File: src/rtl/uart_pkg.sv
// Shared UART definitions used by both the receive and transmit sides.
package uart_pkg;

  // Receiver/transmitter frame-level states.
  typedef enum logic [2:0] {
    IDLE,
    START,
    DATA,
    PARITY,
    STOP,
    WAIT_IDLE
  } state_t;

  localparam int PARITY_EVEN = 0;
  localparam int PARITY_ODD  = 1;

  // 48 MHz system clock / 9600 bps.
  localparam int DEFAULT_CLKS_PER_BIT = 5000;

  // Offset from the start-bit edge to its middle, in clock cycles.
  function automatic int half_period(input int clks_per_bit);
    return clks_per_bit / 2;
  endfunction

endpackage

File: src/rtl/uart_rx_sync.sv
// Two-flop synchronizer for the asynchronous RX pin; resets to the idle (high) level.
module uart_rx_sync (
  input  logic clk,
  input  logic reset,
  input  logic line,
  output logic synced
);

  logic meta;

  // Double-register the line so downstream logic never sees a metastable value.
  always_ff @(posedge clk) begin
    if (reset) begin
      meta   <= 1'b1;
      synced <= 1'b1;
    end else begin
      meta   <= line;
      synced <= meta;
    end
  end

endmodule

File: src/rtl/uart_rx_deserializer.sv
// UART receiver: start bit, LSB-first data, optional parity, one stop bit.
// Generates its own mid-bit sample timing from the system clock.
module uart_rx_deserializer
  import uart_pkg::*;
#(
  parameter int INPUT_DATA_WIDTH = 8,
  parameter int PARITY_ENABLED   = 1,
  parameter int PARITY_TYPE      = PARITY_EVEN,
  parameter int CLKS_PER_BIT     = DEFAULT_CLKS_PER_BIT
) (
  input  logic                        clk,
  input  logic                        reset,
  input  logic                        serial_in,
  output logic [INPUT_DATA_WIDTH-1:0] o_data,
  output logic                        o_valid,
  output logic                        o_parity_err,
  output logic                        o_frame_err,
  output logic                        o_busy
);

  localparam int N  = INPUT_DATA_WIDTH;
  localparam int CW = $clog2(CLKS_PER_BIT);
  localparam int IW = $clog2(N) + 1;

  localparam logic [CW-1:0] HALF_LAST = CW'(half_period(CLKS_PER_BIT) - 1);
  localparam logic [CW-1:0] BIT_LAST  = CW'(CLKS_PER_BIT - 1);
  localparam logic [IW-1:0] IDX_LAST  = IW'(N - 1);
  localparam logic          PAR_EN    = (PARITY_ENABLED != 0);
  localparam logic          PAR_ODD   = (PARITY_TYPE != PARITY_EVEN);

  logic          sync_in;
  state_t        state;
  logic [CW-1:0] bit_cnt;
  logic [IW-1:0] bit_idx;
  logic [N-1:0]  shreg;
  logic          par_err;
  logic          sample;

  uart_rx_sync u_sync (
    .clk    (clk),
    .reset  (reset),
    .line   (serial_in),
    .synced (sync_in)
  );

  assign o_busy = (state != IDLE);

  // Sample point: half a bit into the start bit, then one full bit period per bit.
  always_comb begin
    sample = 1'b0;
    case (state)
      START:              sample = (bit_cnt == HALF_LAST);
      DATA, PARITY, STOP: sample = (bit_cnt == BIT_LAST);
      default:            sample = 1'b0;
    endcase
  end

  // Frame FSM with bit timing, shift register, parity check and registered outputs.
  always_ff @(posedge clk) begin
    if (reset) begin
      state        <= IDLE;
      bit_cnt      <= '0;
      bit_idx      <= '0;
      shreg        <= '0;
      par_err      <= 1'b0;
      o_data       <= '0;
      o_valid      <= 1'b0;
      o_parity_err <= 1'b0;
      o_frame_err  <= 1'b0;
    end else begin
      o_valid <= 1'b0;
      if (sample) begin
        bit_cnt <= '0;
      end else begin
        bit_cnt <= bit_cnt + 1'b1;
      end

      case (state)
        IDLE: begin
          bit_cnt <= '0;
          if (!sync_in) begin
            state <= START;
          end
        end

        START: begin
          if (sample) begin
            if (sync_in) begin
              // Low pulse shorter than half a bit: a glitch, not a start bit.
              state <= IDLE;
            end else begin
              state   <= DATA;
              bit_idx <= '0;
            end
          end
        end

        DATA: begin
          if (sample) begin
            shreg   <= {sync_in, shreg[N-1:1]};
            bit_idx <= bit_idx + 1'b1;
            if (bit_idx == IDX_LAST) begin
              state <= PAR_EN ? PARITY : STOP;
            end
          end
        end

        PARITY: begin
          if (sample) begin
            par_err <= (sync_in != ((^shreg) ^ PAR_ODD));
            state   <= STOP;
          end
        end

        STOP: begin
          if (sample) begin
            o_valid      <= 1'b1;
            o_data       <= shreg;
            o_parity_err <= PAR_EN & par_err;
            o_frame_err  <= ~sync_in;
            // Leaving on the stop-bit midpoint lets the next start bit follow immediately.
            state        <= sync_in ? IDLE : WAIT_IDLE;
          end
        end

        WAIT_IDLE: begin
          bit_cnt <= '0;
          if (sync_in) begin
            state <= IDLE;
          end
        end

        default: begin
          state   <= IDLE;
          bit_cnt <= '0;
        end
      endcase
    end
  end

endmodule

File: config.mk
export PLATFORM = sky130hd
export DESIGN_NAME = uart_rx_deserializer
export DESIGN_NICKNAME = d
export VERILOG_FILES = /design/src/rtl/uart_pkg.sv /design/src/rtl/uart_rx_sync.sv /design/src/rtl/uart_rx_deserializer.sv
export SDC_FILE = /design/constraint.sdc
export NUM_CORES = 1
export LEC_CHECK = 0
export ABC_AREA = 1
export BUFFER_PORTS_ARGS = -buffer_cell sky130_fd_sc_hd__buf_2
export CAP_MARGIN = 40
export CORE_MARGIN = 1
export CORE_UTILIZATION = 50
export CTS_CLUSTER_SIZE = 20
export DETAILED_ROUTE_END_ITERATION = 8
export GPL_ROUTABILITY_DRIVEN = 1
export HOLD_SLACK_MARGIN = 0.08
export PLACE_DENSITY = 0.71
export SLEW_MARGIN = 20
export SYNTH_ARGS = -nofsm -noshare
export SYNTH_HDL_FRONTEND = slang
export SYNTH_SLANG_ARGS = --single-unit
File: constraint.sdc
create_clock -name clk -period 1.6 [get_ports clk]
set_input_delay 0.32 -clock clk [delete_from_list [all_inputs] [get_ports clk]]
set_output_delay 0.32 -clock clk [all_outputs]
set_load 0.01 [all_outputs]
; Word level (Yosys, flattened, before mapping)
; Index checks and enable logic that the tools add are counted.
[word_totals]
regBits = 42
latchBits = 0
ram_bits = 0
rom_bits = 0
mem_count = 0
[classes]
add_sub_neg = 2
n_mul = 0
n_div = 0
order_cmp = 0
n_eq_ne = 17
shifts = 0
n_mux = 16
n_bitwise = 3
n_reduce_logical = 13
[ops]
columns = cell, count
row1 = $mux 3, 8
row2 = $pmux 3 s6, 1
row3 = $ne 2x2->1 const B, 7
row4 = $add 13x1->13 const B, 1
row5 = $eq 13x12->1 const B, 1
row6 = $eq 13x13->1 const B, 1
row7 = $mux 4, 3
row8 = $pmux 4 s2, 1
row9 = $reduce_xor 8->1, 1
row10 = $reduce_and 7->1, 1
row11 = $eq 3x2->1 const B, 2
row12 = $eq 3x3->1 const B, 2
row13 = $reduce_and 2->1, 3
row14 = $reduce_or 3->1, 2
row15 = $add 4x1->4 const B, 1
row16 = $eq 4x3->1 const B, 1
row17 = $reduce_and 4->1, 1
row18 = $reduce_or 4->1, 1
row19 = $eq 3x1->1 const B, 1
row20 = $logic_not 3->1, 1
row21 = $not 1->1, 3
row22 = $reduce_bool 3->1, 1
row23 = $mux 2, 1
row24 = $ne 2x1->1 const B, 1
row25 = other kinds (5), 5

; Depth between registers and ports, before layout
[depth]
ltp_word = 5
ltp_mapped = 12
mapped_depth_nobuf = 12

; Hierarchy
; A second synthesis with hierarchy kept.
[unflattened]
hier_cells = 315
hier_area_um2 = 2130.8
[modules_own_cells]
columns = mod, instances, cells_per_inst, area_each_um2, seq_area_each_um2
row1 = uart_rx_deserializer, 1, 308, 2072.0, 800.8
row2 = uart_rx_sync, 1, 7, 58.8, 40.0

; Worst setup path before layout
; OpenSTA, ideal clock, no wires.
[synth_path]
kind = register -> register
from = reg bit_cnt[0]
to = reg shreg[0]
setup_time_ns = 0.070
arrival_time_ns = 1.440
t_required_ns = 1.530
slack_ns = 0.090
path_stages_with_launch = 10
path_cell_list = dfxtp_1 > ha_1 > nand3_1 > nor2_1 > nand3_1 > nor2_1 > nand2_1 > nand2_1 > nand2_1 > a21oi_1
[synth_via]
elab_chain_cells = 3
elab_cells_between_ends = 4
[synth_rtl]
columns = item, line_no
row1 = from (decl), uart_rx_deserializer.sv:33  ; logic [CW-1:0] bit_cnt;
row2 = from (signal assigned), uart_rx_deserializer.sv:75  ; bit_cnt <= bit_cnt + 1'b1;
row3 = $eq 13x13->1 or $eq 13x12->1 (tied branches), "uart_rx_deserializer.sv:53, uart_rx_deserializer.sv:52"
row4 = $pmux 1 s2 *, uart_rx_deserializer.sv:51  ; case (state)
row5 = $reduce_and 2->1 (no line) *, n/a
row6 = to (signal assigned), uart_rx_deserializer.sv:100  ; shreg <= {sync_in, shreg[N-1:1]};
row7 = to (decl), uart_rx_deserializer.sv:35  ; logic [N-1:0] shreg;
; Mark *: on every way between the ends. The rest lies on a longest branch, timed or not.
; A chain may end at the register's enable or synchronous reset.

; Final worst setup path
[layout_path]
from = reg state[0]
to = out o_busy
[layout_via]
elab_chain_cells = 1
[layout_rtl]
columns = item, line_no
row1 = from (decl), uart_rx_deserializer.sv:32  ; state_t state;
row2 = from (signal assigned), uart_rx_deserializer.sv:103  ; state <= PAR_EN ? PARITY : STOP;
row3 = from (signal assigned), uart_rx_deserializer.sv:122  ; state <= sync_in ? IDLE : WAIT_IDLE;
row4 = $reduce_bool 3->1, uart_rx_deserializer.sv:46  ; assign o_busy = (state != IDLE);
row5 = to (decl), uart_rx_deserializer.sv:18  ; output logic o_busy
; No other way between the ends.

==> impl_metrics.json <==
{
  "min_from": "serial_in",
  "r2r_cells": 8,
  "fin_ws_ps": 113,
  "synth.most_common_cell": "nand2_1",
  "overflow": 0,
  "hold_viol": 0,
  "dp_hpwl_mm": 2.85,
  "internal_power_uw": 1810,
  "min_period_ps": 1490,
  "synth_ff_type": "dfxtp_1",
  "synth-seq-cells": 42,
  "drive_gt1_share_pct": 21.6,
  "grt_pass1_vias": 1559,
  "wire_per_inst_um": 11.4,
  "finClkSkew_ps": 12.7,
  "cpPeakStageDelay_ps": 340,
  "synthAdderAreaFrac_pct": 1.25,
  "whs_path_depth": 2,
  "rsz0062_at_grt": "true",
  "die_w_um": 65.3,
  "synth_fp_nets": 290,
  "diodes": 0,
  "cts-buffers-inserted": 5,
  "synth_edf_count": 0,
  "cp-start-kind": "register",
  "die-area_um2": 4260,
  "arrival_ps": 1170,
  "status": "finished, final reports clean",
  "rows": 22,
  "async_flop_share_pct": 0,
  "synth_area_um2": 2000,
  "synth_top_family_by_area": "simple AND/OR/NAND/NOR gates",
  "max_freq_mhz": 672,
  "cts.htree.levels": 2,
  "power_uw": 2740,
  "cts_tree": "done",
  "place_congestion": 0.863,
  "clockBufferDepth": 2,
  "ir_drop_uv": 790,
  "crit_chain": "buf_4, nor3_1, inv_1, buf_2",
  "power_per_cell_area_nw_per_um2": 1140,
  "wl_mm": 4.18,
  "synthSimpleGateAreaFrac_pct": 35.2,
  "min_to": "u_sync.meta",
  "swShare_pct": 34.0,
  "postCtsSetupRepairBufs": 0,
  "clock_latency_ps": 300,
  "pre_cts_ws_ps": -11.8,
  "required_ps": 1280,
  "rr_startpoint": "bit_cnt[0]",
  "synth_common_cells": "nand2_1, nor2_1, dfxtp_1",
  "stdcell_area_um2": 2400,
  "port_buffers": 14,
  "fin_crit_sh_pct": 93.0,
  "critPathKind": "reg -> out",
  "root_buffer": "clkbuf_8",
  "area.growth.synth_to_final_pct": 19.8,
  "path_clk_slew_ps": 80,
  "yosysUniqueCellTypes": 28,
  "grt_max_degree": 16,
  "drv_cap": 0,
  "hold_ws_ps": 203,
  "r2r-end": "o_data[2]",
  "placed_cell_area_um2": 2230,
  "num_io_pins": 15,
  "ys_seq_area_share_pct": 42.0,
  "yosys_warnings": 0,
  "leakage_uw": 0.00107,
  "cts.sinks": 42,
  "switchingPower_uw": 932,
  "synth_xor_xnor_area_share_pct": 3.94,
  "initial_core_util_pct": 53.5,
  "yosysTopAreaCell": "dfxtp_1",
  "synth_area_leaders": "dfxtp_1, nand2_1, nor2_1",
  "drt_pre_antenna_iters": 4,
  "vias": 1805,
  "nNetsFinal": 323,
  "setup_viol": 0,
  "drcViolationCount": 0,
  "viasPerCell": 4.92,
  "grt_pass1_wl_mm": 6.99,
  "p_seq_share_pct": 42.6,
  "syn-mean-instance-area_um2": 7.02,
  "rrSetupSlack_ps": 120,
  "track_usage_pct": 21.7,
  "tightest_slew_ps": 249,
  "core-area_um2": 3740,
  "muxShareOfSynthArea_pct": 0,
  "path_max_fanout": 6,
  "yosysTopAreaCellShare_pct": 42.0,
  "clockPowerShare_pct": 26.6,
  "critPathSlowestCell": "dfxtp_1",
  "relSlewSlack_pct": 83.2,
  "ant_nets": 0,
  "report.final.slew_viol_count": 0,
  "cp-end-kind": "output port",
  "synth_compound_area_share_pct": 10.3,
  "combPwrFrac_pct": 30.8,
  "netlist_instances": 285,
  "hp-class": "in -> reg",
  "antenna_found_initial": 0,
  "drt_iter0_markers": 95,
  "die_h_um": 65.3
}
==> power groups by stage <==
stage	combinational (uW)	clock (uW)	sequential, uW
finish	846	730	1170
global route	948	781	1180
CTS	770	732	1140
detailed placement	759	0	1160
global placement	754	0	1160
floorplan	471	0	1160
==> layout make-up <==
type	count	area [um^2]
well taps	48	60.1
clock buffers	6	82.6
multi-input cells	209	1080
clock inverters	2	12.5
fillers	349	1350
inverters	31	116
repair buffers	29	195
flip-flops and latches	42	850
==> registers in the layout (all words and copies together), names as in the netlist <==
signal and cells:
bit_cnt 13, bit_idx 4, o_data 8, o_frame_err 1, o_parity_err 1, o_valid 1
par_err 1, shreg 8, state 3, u_sync.meta 1, u_sync.synced 1
==> routing by layer <==
| metal | global-route usage [%] | part of all wire, % |
|---|---|---|
| met3 | 5.73 | 2.5 |
| met5 | 0 | 0 |
| met4 | 7.34 | 1.4 |
| met2 | 32.9 | 44 |
| met1 | 29.5 | 52 |
==> repair_timing <==
item,in CTS,in global routing
pin swaps,1,5
hold buffers,0,0
gates resized for setup,1,24
endpoints found under the setup margin,5,38
cloned,1,1
==> stage by stage <==
step,setup TNS [ps],std cells,util (%)
after floorplan,0,285,-
after global placement,-0.0916,357,59.5
after detailed placement,-11.8,357,59.5
after CTS,0,366,62.2
after global routing,-0.161,367,64.1
final,0,367,64.1
==> how the worst max path moves through the flow <==
| stage | start | endpoint | slack (ps) |
|---|---|---|---|
| floorplan | bit_cnt[0] | shreg[0] | 90 |
| global placement | state[2] | shreg[7] | -0.09 |
| detailed placement | state[2] | shreg[7] | -10 |
| CTS | state[1] | shreg[7] | 3 |
| global route | bit_cnt[1] | bit_idx[2] | -0.2 |
| finish | state[0] | o_busy | 110 |
==> placed cells by master (no fill, tap or decap), drive strengths merged <==
cell type / instances
a21oi: 19
a31oi: 2
buf: 29
clkbuf: 6
clkinv: 1
clkinvlp: 1
dfxtp: 42
ha: 2
inv: 31
nand2: 75
nand2b: 1
nand3: 19
nand3b: 4
nand4: 4
nor2: 51
nor3: 2
nor3b: 1
o21ai: 13
o21bai: 2
o31ai: 1
or2: 4
xnor2: 1
xor2: 8
==> cell families (layout without fill, tap and decap cells) <==
kind of cell | Yosys count | in the layout
AOI/OAI and AO/OA | 37 | 37
adders and majority gates | 2 | 2
and+or+nand+nor | 159 | 161
buffers and inverters | 36 | 68
xor gates and xnor gates | 9 | 9
DFF | 42 | 42
==> worst max-delay path, delay by kind of cell, from the launching register on <==
kind / cells / cell delay (ps)
buffers and inverters: 3 / 370
AND/OR/NAND/NOR: 1 / 160
flip-flops: 1 / 340
No activity file was read; power rests on OpenSTA's default activity.
